==> config.mk <==
export PLATFORM = sky130hd
export DESIGN_NAME = usb_txf
export DESIGN_NICKNAME = d
export VERILOG_FILES = /design/src/rtl/usb_txf.sv
export SDC_FILE = /design/constraint.sdc
export NUM_CORES = 1
export LEC_CHECK = 0
export ABC_AREA = 1
export CORE_MARGIN = 2
export CORE_UTILIZATION = 40
export DETAILED_ROUTE_END_ITERATION = 8
export GPL_TIMING_DRIVEN = 0
export PLACE_DENSITY = 0.54
export SLEW_MARGIN = 10
export SYNTH_ARGS = -nofsm -noshare
export SYNTH_HDL_FRONTEND = slang
export SYNTH_SLANG_ARGS = --single-unit
export TNS_END_PERCENT = 30
==> constraint.sdc <==
create_clock -name clk -period 6.2 [get_ports clk]
set_input_delay 1.24 -clock clk [delete_from_list [all_inputs] [get_ports clk]]
set_output_delay 1.24 -clock clk [all_outputs]
set_load 0.02 [all_outputs]
==> src/rtl/usb_txf.sv <==
// usb_txf -- byte-to-nibble link framer.
//
// Buffers upstream payload bytes in a DEPTH-entry FIFO of {last, byte} and
// serialises each packet onto a 4-bit lane as:
//   PRE_LEN x 0x0 preamble, one 0xF sync nibble, then every byte as
//   high nibble / low nibble back-to-back, then a 2-cycle gap.
// fire qualifies the frame and drops on the low nibble of the frame's last
// byte. A frame is at most DEPTH bytes; if the FIFO fills without holding a
// complete packet, a DEPTH-byte frame is forced out and err_trunc pulses.
//
// Ports:
//   clk        rising-edge clock
//   rst        asynchronous active-low reset
//   din        payload byte
//   din_valid  din/din_last valid
//   din_last   din is the final byte of a packet
//   din_ready  byte accepted when high together with din_valid
//   dout       nibble lane (registered)
//   fire       frame-active qualifier (registered)
//   busy       high from preamble to end of gap (registered)
//   err_trunc  one-cycle pulse when a frame is forcibly truncated
//   dbg_state  current FSM state (IDLE=0 PRE=1 SYNC=2 HI=3 LO=4 GAP=5)
//
// Handshake: a byte transfers on a rising edge where din_valid and din_ready
// are both high; din_valid may be held or dropped freely, din_ready depends
// only on FIFO fullness and reset, never on din_valid.
module usb_txf #(
  parameter int PRE_LEN = 2,
  parameter int DEPTH   = 16
) (
  input  logic       clk,
  input  logic       rst,
  input  logic [7:0] din,
  input  logic       din_valid,
  input  logic       din_last,
  output logic       din_ready,
  output logic [3:0] dout,
  output logic       fire,
  output logic       busy,
  output logic       err_trunc,
  output logic [2:0] dbg_state
);

  localparam int AW = $clog2(DEPTH);
  localparam int CW = AW + 1;

  localparam logic [2:0] S_IDLE = 3'd0;
  localparam logic [2:0] S_PRE  = 3'd1;
  localparam logic [2:0] S_SYNC = 3'd2;
  localparam logic [2:0] S_HI   = 3'd3;
  localparam logic [2:0] S_LO   = 3'd4;
  localparam logic [2:0] S_GAP  = 3'd5;

  localparam logic [CW-1:0] DEPTH_C  = CW'(DEPTH);
  localparam logic [CW-1:0] LAST_IDX = CW'(DEPTH - 1);
  localparam logic [3:0]    PRE_END  = 4'(PRE_LEN - 1);

  // FIFO storage: bit 8 is the packet-last flag.
  logic [8:0]    mem_q [DEPTH];
  logic [AW-1:0] wr_ptr_q, wr_ptr_d;
  logic [AW-1:0] rd_ptr_q, rd_ptr_d;
  logic [CW-1:0] count_q, count_d;
  logic [CW-1:0] pkt_q, pkt_d;

  logic [2:0]    state_q, state_d;
  logic [3:0]    cnt_q, cnt_d;
  logic [CW-1:0] nbytes_q, nbytes_d;
  logic [7:0]    byte_q, byte_d;
  logic          last_q, last_d;

  logic [3:0]    dout_q, dout_d;
  logic          fire_q, fire_d;
  logic          busy_q, busy_d;
  logic          err_q, err_d;

  logic          full;
  logic          push;
  logic          pop;
  logic [8:0]    head;

  assign full      = (count_q == DEPTH_C);
  assign din_ready = ~full & rst;
  assign push      = din_valid & din_ready;
  assign head      = mem_q[rd_ptr_q];

  assign dout      = dout_q;
  assign fire      = fire_q;
  assign busy      = busy_q;
  assign err_trunc = err_q;
  assign dbg_state = state_q;

  // FIFO pointers, occupancy and complete-packet count. A push and a pop on
  // the same edge cancel in both counters.
  always_comb begin
    wr_ptr_d = wr_ptr_q;
    rd_ptr_d = rd_ptr_q;
    if (push) wr_ptr_d = wr_ptr_q + AW'(1);
    if (pop)  rd_ptr_d = rd_ptr_q + AW'(1);
    count_d = count_q + CW'(push) - CW'(pop);
    pkt_d   = pkt_q + CW'(push & din_last) - CW'(pop & head[8]);
  end

  // Frame sequencer. The pop happens on the edge that enters HI, so the
  // popped byte is available to the output registers on that same edge.
  always_comb begin
    state_d  = state_q;
    cnt_d    = cnt_q;
    nbytes_d = nbytes_q;
    byte_d   = byte_q;
    last_d   = last_q;
    pop      = 1'b0;
    err_d    = 1'b0;
    case (state_q)
      S_IDLE: begin
        if (pkt_q != '0 || full) begin
          state_d  = S_PRE;
          cnt_d    = 4'd0;
          nbytes_d = '0;
          // Full with no complete packet: the frame is cut at DEPTH bytes.
          err_d    = full && (pkt_q == '0);
        end
      end
      S_PRE: begin
        if (cnt_q == PRE_END) state_d = S_SYNC;
        else                  cnt_d   = cnt_q + 4'd1;
      end
      S_SYNC: begin
        state_d = S_HI;
        pop     = 1'b1;
      end
      S_HI: state_d = S_LO;
      S_LO: begin
        if (last_q) begin
          state_d = S_GAP;
          cnt_d   = 4'd0;
        end else begin
          state_d = S_HI;
          pop     = 1'b1;
        end
      end
      S_GAP: begin
        if (cnt_q == 4'd1) state_d = S_IDLE;
        else               cnt_d   = cnt_q + 4'd1;
      end
      default: state_d = S_IDLE;
    endcase
    if (pop) begin
      byte_d   = head[7:0];
      // Frame ends at the first stored last flag or at the DEPTH-th byte.
      last_d   = head[8] || (nbytes_q == LAST_IDX);
      nbytes_d = nbytes_q + CW'(1);
    end
  end

  // Outputs are a function of the state being entered, then registered.
  always_comb begin
    dout_d = 4'h0;
    fire_d = 1'b0;
    busy_d = 1'b1;
    case (state_d)
      S_IDLE: busy_d = 1'b0;
      S_PRE:  fire_d = 1'b1;
      S_SYNC: begin
        dout_d = 4'hF;
        fire_d = 1'b1;
      end
      S_HI: begin
        dout_d = byte_d[7:4];
        fire_d = 1'b1;
      end
      S_LO: begin
        dout_d = byte_d[3:0];
        fire_d = ~last_d;
      end
      S_GAP:   busy_d = 1'b1;
      default: busy_d = 1'b0;
    endcase
  end

  always_ff @(posedge clk) begin
    if (push) mem_q[wr_ptr_q] <= {din_last, din};
  end

  always_ff @(posedge clk or negedge rst) begin
    if (!rst) begin
      wr_ptr_q <= '0;
      rd_ptr_q <= '0;
      count_q  <= '0;
      pkt_q    <= '0;
      state_q  <= S_IDLE;
      cnt_q    <= 4'd0;
      nbytes_q <= '0;
      byte_q   <= 8'h00;
      last_q   <= 1'b0;
      dout_q   <= 4'h0;
      fire_q   <= 1'b0;
      busy_q   <= 1'b0;
      err_q    <= 1'b0;
    end else begin
      wr_ptr_q <= wr_ptr_d;
      rd_ptr_q <= rd_ptr_d;
      count_q  <= count_d;
      pkt_q    <= pkt_d;
      state_q  <= state_d;
      cnt_q    <= cnt_d;
      nbytes_q <= nbytes_d;
      byte_q   <= byte_d;
      last_q   <= last_d;
      dout_q   <= dout_d;
      fire_q   <= fire_d;
      busy_q   <= busy_d;
      err_q    <= err_d;
    end
  end

endmodule
=== Word level (Yosys, flattened, before mapping) ===
Memories as Yosys holds them, arrays and structs flattened.
Index checks and enable logic that the tools add are counted.

* Flip-flop bits (word level): 46
* RAM bits: 144
* Input bits: 12
* Memories kept: 1

* Add/subtract/negate cells: 8
* Eq/ne operators: 16
* Muxes and demuxes: 23
* Bitwise logic cells: 6
* Reduce and logical (&&, ||, !) cells: 14

{| class="wikitable"
|+ Memory list
! memory !! depth !! width !! read ports !! clocked after Yosys merged registers in !! write ports !! line !! text
|-
| mem_q || 16 || 9 || 1 || 0 || 1 || 59 || <nowiki>logic [8:0] mem_q [DEPTH];</nowiki>
|}

{| class="wikitable"
|+ Operators by type and width
! cell !! number
|-
| case mux 4 bit (3 select lines) || 2
|-
| case mux 3 bit (6 select lines) || 1
|-
| two-way mux 5 bit || 3
|-
| adder 4 x 1 -> 4 bit, second input constant || 3
|-
| equality test 3 x 2 -> 1 bit, second input constant || 4
|-
| equality test 3 bit, second input constant || 4
|-
| two-way mux 3 bit || 4
|-
| two-way mux 4 bit || 3
|-
| adder 5 x 1 -> 5 bit || 2
|-
| subtractor 5 x 1 -> 5 bit || 2
|-
| two-way mux 8 bit || 1
|-
| two-way mux 1 bit || 7
|-
| equality test 3 x 1 -> 1 bit, second input constant || 2
|-
| inequality test 2 bit, second input constant || 3
|-
| adder 5 x 1 -> 5 bit, second input constant || 1
|-
| equality test 5 x 4 -> 1 bit, second input constant || 1
|-
| equality test 5 bit, second input constant || 1
|-
| logical NOT 5 bit || 1
|-
| nonzero test 5 bit || 1
|-
| OR reduction 5 bit || 1
|-
| bitwise AND 1 bit || 4
|-
| equality test 4 x 1 -> 1 bit, second input constant || 1
|-
| case mux 1 bit (2 select lines) || 2
|-
| AND reduction 4 bit || 1
|-
| other kinds (9) || 12
|}

=== Depth between registers and ports, before layout ===
* Depth in word-level cells: 7
* Depth in mapped cells: 18
* Depth with buffers taken out: 16

=== Least setup slack after synthesis ===
No wires, ideal clock.

* Kind: input to register
* Start: input rst
* End: register pkt_q[4]
* Library setup time: 128 ps
* Arrival: 3,270 ps
* Data required time: 6,072 ps
* Path slack: 2,803 ps
* Stages: 13
* Cell sequence: inv_1 -> nor2_1 -> nand2_1 -> inv_1 -> nand2_1 -> ha_1 -> inv_1 -> ha_1 -> inv_1 -> fa_1 -> o21ai_0 -> a21oi_1 -> xor2_1

* Cells in the longest elaborated chain, start to end: 5

{| class="wikitable"
|+ RTL lines
! element !! line !! text
|-
| from (decl) || 32 || <nowiki>input logic rst,</nowiki>
|-
| bitwise AND 1 bit || 82 || <nowiki>assign din_ready = ~full & rst;</nowiki>
|-
| via din_ready || 36 || <nowiki>output logic din_ready,</nowiki>
|-
| bitwise AND 1 bit || 83 || <nowiki>assign push = din_valid & din_ready;</nowiki>
|-
| bitwise AND 1 bit || 100 || <nowiki>pkt_d = pkt_q + CW'(push & din_last) - CW'(pop & head[8]);</nowiki>
|-
| adder 5 x 1 -> 5 bit || 100 ||
|-
| subtractor 5 x 1 -> 5 bit || 100 ||
|-
| via pkt_d[4] || 63 || <nowiki>logic [CW-1:0] pkt_q, pkt_d;</nowiki>
|-
| to (signal assigned) || 203 || <nowiki>pkt_q <= pkt_d;</nowiki>
|-
| to (decl) || 63 ||
|}

The timed path passes the listed nets, and every way through them passes these cells.
A chain may end at the register's enable or synchronous reset.

=== Worst setup path after layout ===
* Start: input rst
* End: output din_ready

* Cells in the longest elaborated chain, start to end: 1

{| class="wikitable"
|+ RTL lines
! element !! line
|-
| bitwise AND 1 bit || 82
|-
| to (decl) || 36
|}

Every way passes these cells.

==> run metrics <==
outcome finished clean; post-CTS resize count 0; fin worst setup slack ~2.3 ns; Power per Cell Area about 460 nW/um^2; Setup TNS 0 ns; Max FO, Critical Path 31; Final Cell Area 9240 sq um; Iter 0 DRT Violations 509; row count 52; CP top delay family buffers and inverters; Root Driver clkbuf_16; Die Y-Extent approximately 150 um; slowest CP cell clkdlybuf4s50_1; Routed WL ~19,000 um; CTS sink cnt 186; number of CTS-inserted buffers 17; synthesis-to-finish area growth 13.7%; largest net degree at the start of global routing 32; RD Place Congestion 0.859; Startpoint Class input port; Post-DRT Antenna Nets 0; FF+latch count, synth between 150 and 200; headroom to the max-slew limit 25.9%; first-pass GRT wire length approximately 30,000 um; initial antenna violation count 0; crit path DAT between 2 and 3 ns; VDD IR-drop max roughly 0.19 mV; clk_skew 0.00943 ns; dpl ws about 2.1 ns; part of the Yosys area used for sequential elements roughly 66%; TritonCTS clock tree done; most frequent cells in the layout nand2_1 (145), edfxtp_1 (144), nor2_1 (88), inv_1 (81), nand3_1 (79); crit path buf inv count 4; boundary pin count 23; first-pass iteration count of the detailed router 5; count of final hold-check violations 0; gr usage total about a fifth; cell count after synthesis about 740; Placeable Area between 20,000 and 25,000 sq um; final setup fails 0; kind of critical path in -> out; commonest non-fill, non-tap cell in the layout nand2_1; dpl hpwl 13,000 um; CTS clk-pin slew, worst paths approximately 0.060 ns; DRC Markers 0; fin nets 820; Max Cap Viol 0; wire per inst roughly 18 um; Netlist Area Pre-Place ~8100 sq um; Tcrit/Tclk final 62.3%; Final min period 3.86 ns; Vias 5,324; clk_lat worst skew 0.42 ns; Static Leakage 3.70 nW; placed inst area around 8700 sq um; path type of the worst min-delay path reg -> reg; Post-CTS Setup Bufs 0; fillers around 1.8k; GRT overflow 0; Mapped Avg Cell Area between 10 and 15 sq um; Vias per Instance 4.99; fin util about 46%; Setup crit end kind output pin; CP required 4.96 ns; Die X-Extent 147 um; Slew Viols, Final 0; # H-tree levels 4; worst slew pin tran approximately 1.1 ns; Final Non-Filler Cells around 1.1k; initial core utilization 40.4%; crit-path cells buf_2 > buf_12 > inv_1 > nor2_1 > clkdlybuf4s50_1; Antenna Cells 0; CTS Buffer Depth 2; post-synthesis cell type count 34; hold_buf cts 0; number of port buffers 22; Post-Syn Nets a little under 800; vias in the first global route about 5.5k; share of cells above drive strength 1 between 8 and 9%; Fmax achieved between 200 and 300 MHz; yosys warns 0; RSZ-0062 raised after global routing false; CP peak stage delay ~0.63 ns; dpl cells between 1k and 1.5k; Die ar. roughly 21,000 sq um
==> per-layer routing <==
| metal | track usage, % | wire, um |
|---|---|---|
| met1 | 24.9 | 8320 |
| met2 | 31.8 | 9520 |
| met3 | 3.31 | 1090 |
| met4 | 5.49 | 214 |
| met5 | 0 | 0 |
==> per-stage QoR <==
step	hold slack [ns]	power [mW]
6_report	0.507	4.21
5_1_grt	0.533	4.50
4_1_cts	0.513	4.23
3_5_place_dp	0.496	3.23
3_3_place_gp	0.486	3.18
2_1_floorplan	0.466	2.71
==> flip-flops by register name (all words and copies together), names as in the netlist <==
signal / cells
busy: 1
err_trunc: 1
cnt_q: 4
pkt_q: 5
byte_q: 4
nbytes_q: 5
dbg_state: 3
last_q: 1
wr_ptr_q: 4
fire: 1
count_q: 5
dout: 4
rd_ptr_q: 4
mem_q: 144
==> synth_stat cells, drive strengths merged <==
master    n  area [sq um]
a21oi    14          70.1
a22o      1          8.76
a22oi     2          15.0
and2      4          25.0
buf      24           165
clkbuf    6          22.5
clkinv    1          3.75
dfrtp    42          1050
edfxtp  144          4320
fa        2          40.0
ha       21           263
inv      83           312
mux2      1          11.3
nand2   146           551
nand3    79           395
nand4     4          25.0
nor2     89           337
nor3      2          10.0
nor4      1          6.26
o211ai    8          60.1
o21ai    43           219
o22ai     2          12.5
o31ai     3          22.5
or2       4          25.0
xnor2     3          26.3
xor2     14           123
==> cell families after synthesis <==
| kind of cell | share of synthesized area, % |
|---|---|
| buffers and inverters | 6.19 |
| xor gates and xnor gates | 1.83 |
| adders and majority gates | 3.73 |
| DFF | 66.2 |
| muxes | 0.139 |
| and+or+nand+nor | 16.9 |
| AOI/OAI and AO/OA | 5.02 |
==> power by group <==
part           total, mW  internal, mW  leakage, nW  switching, mW
clock               1.00         0.545        0.260          0.456
combinational       1.59         0.549         1.62           1.05
sequential          1.61          1.52         1.82         0.0927
total               4.21          2.61         3.70           1.59
==> worst register-to-register path, cell delays in order (launching register included) <==
cell and delay [ns]:
dfrtp_1 0.41, inv_2 0.16, clkbuf_1 0.48, a21oi_1 0.14, a21oi_1 0.24, o21ai_1 0.08
nand2_1 0.08, nand3_1 0.13, inv_1 0.09, ha_1 0.22, inv_1 0.05, ha_1 0.15
inv_1 0.05, fa_1 0.41, o21ai_0 0.20, a21oi_1 0.10, xor2_1 0.15
==> path summary, 6_finish.rpt <==
kind	from	endpoint	slack, ns	cells past startpoint
max in group asynchronous	rst	count_q[2]	5.02	2
max	rst	din_ready	2.34	5
min	cnt_q[3]	cnt_q[3]	0.51	1
max reg2reg	rd_ptr_q[0]	pkt_q[4]	2.93	16
min reg2reg	cnt_q[3]	cnt_q[3]	0.51	1
min in group asynchronous	rst	byte_q[1]	0.71	1
==> final cells by class <==
type | count | area (sq um) | area share [%]
Sequential cell | 186 | 5380 | 58.2
Tap cell | 270 | 338 | 3.66
Inverter | 84 | 315 | 3.41
Buffer | 30 | 188 | 2.03
Multi-Input combinational cell | 443 | 2240 | 24.3
Timing Repair Buffer | 23 | 235 | 2.55
Clock inverter | 10 | 67.6 | 0.731
Clock buffer | 22 | 474 | 5.13
Note: power is estimated with default switching activity, not from simulation.
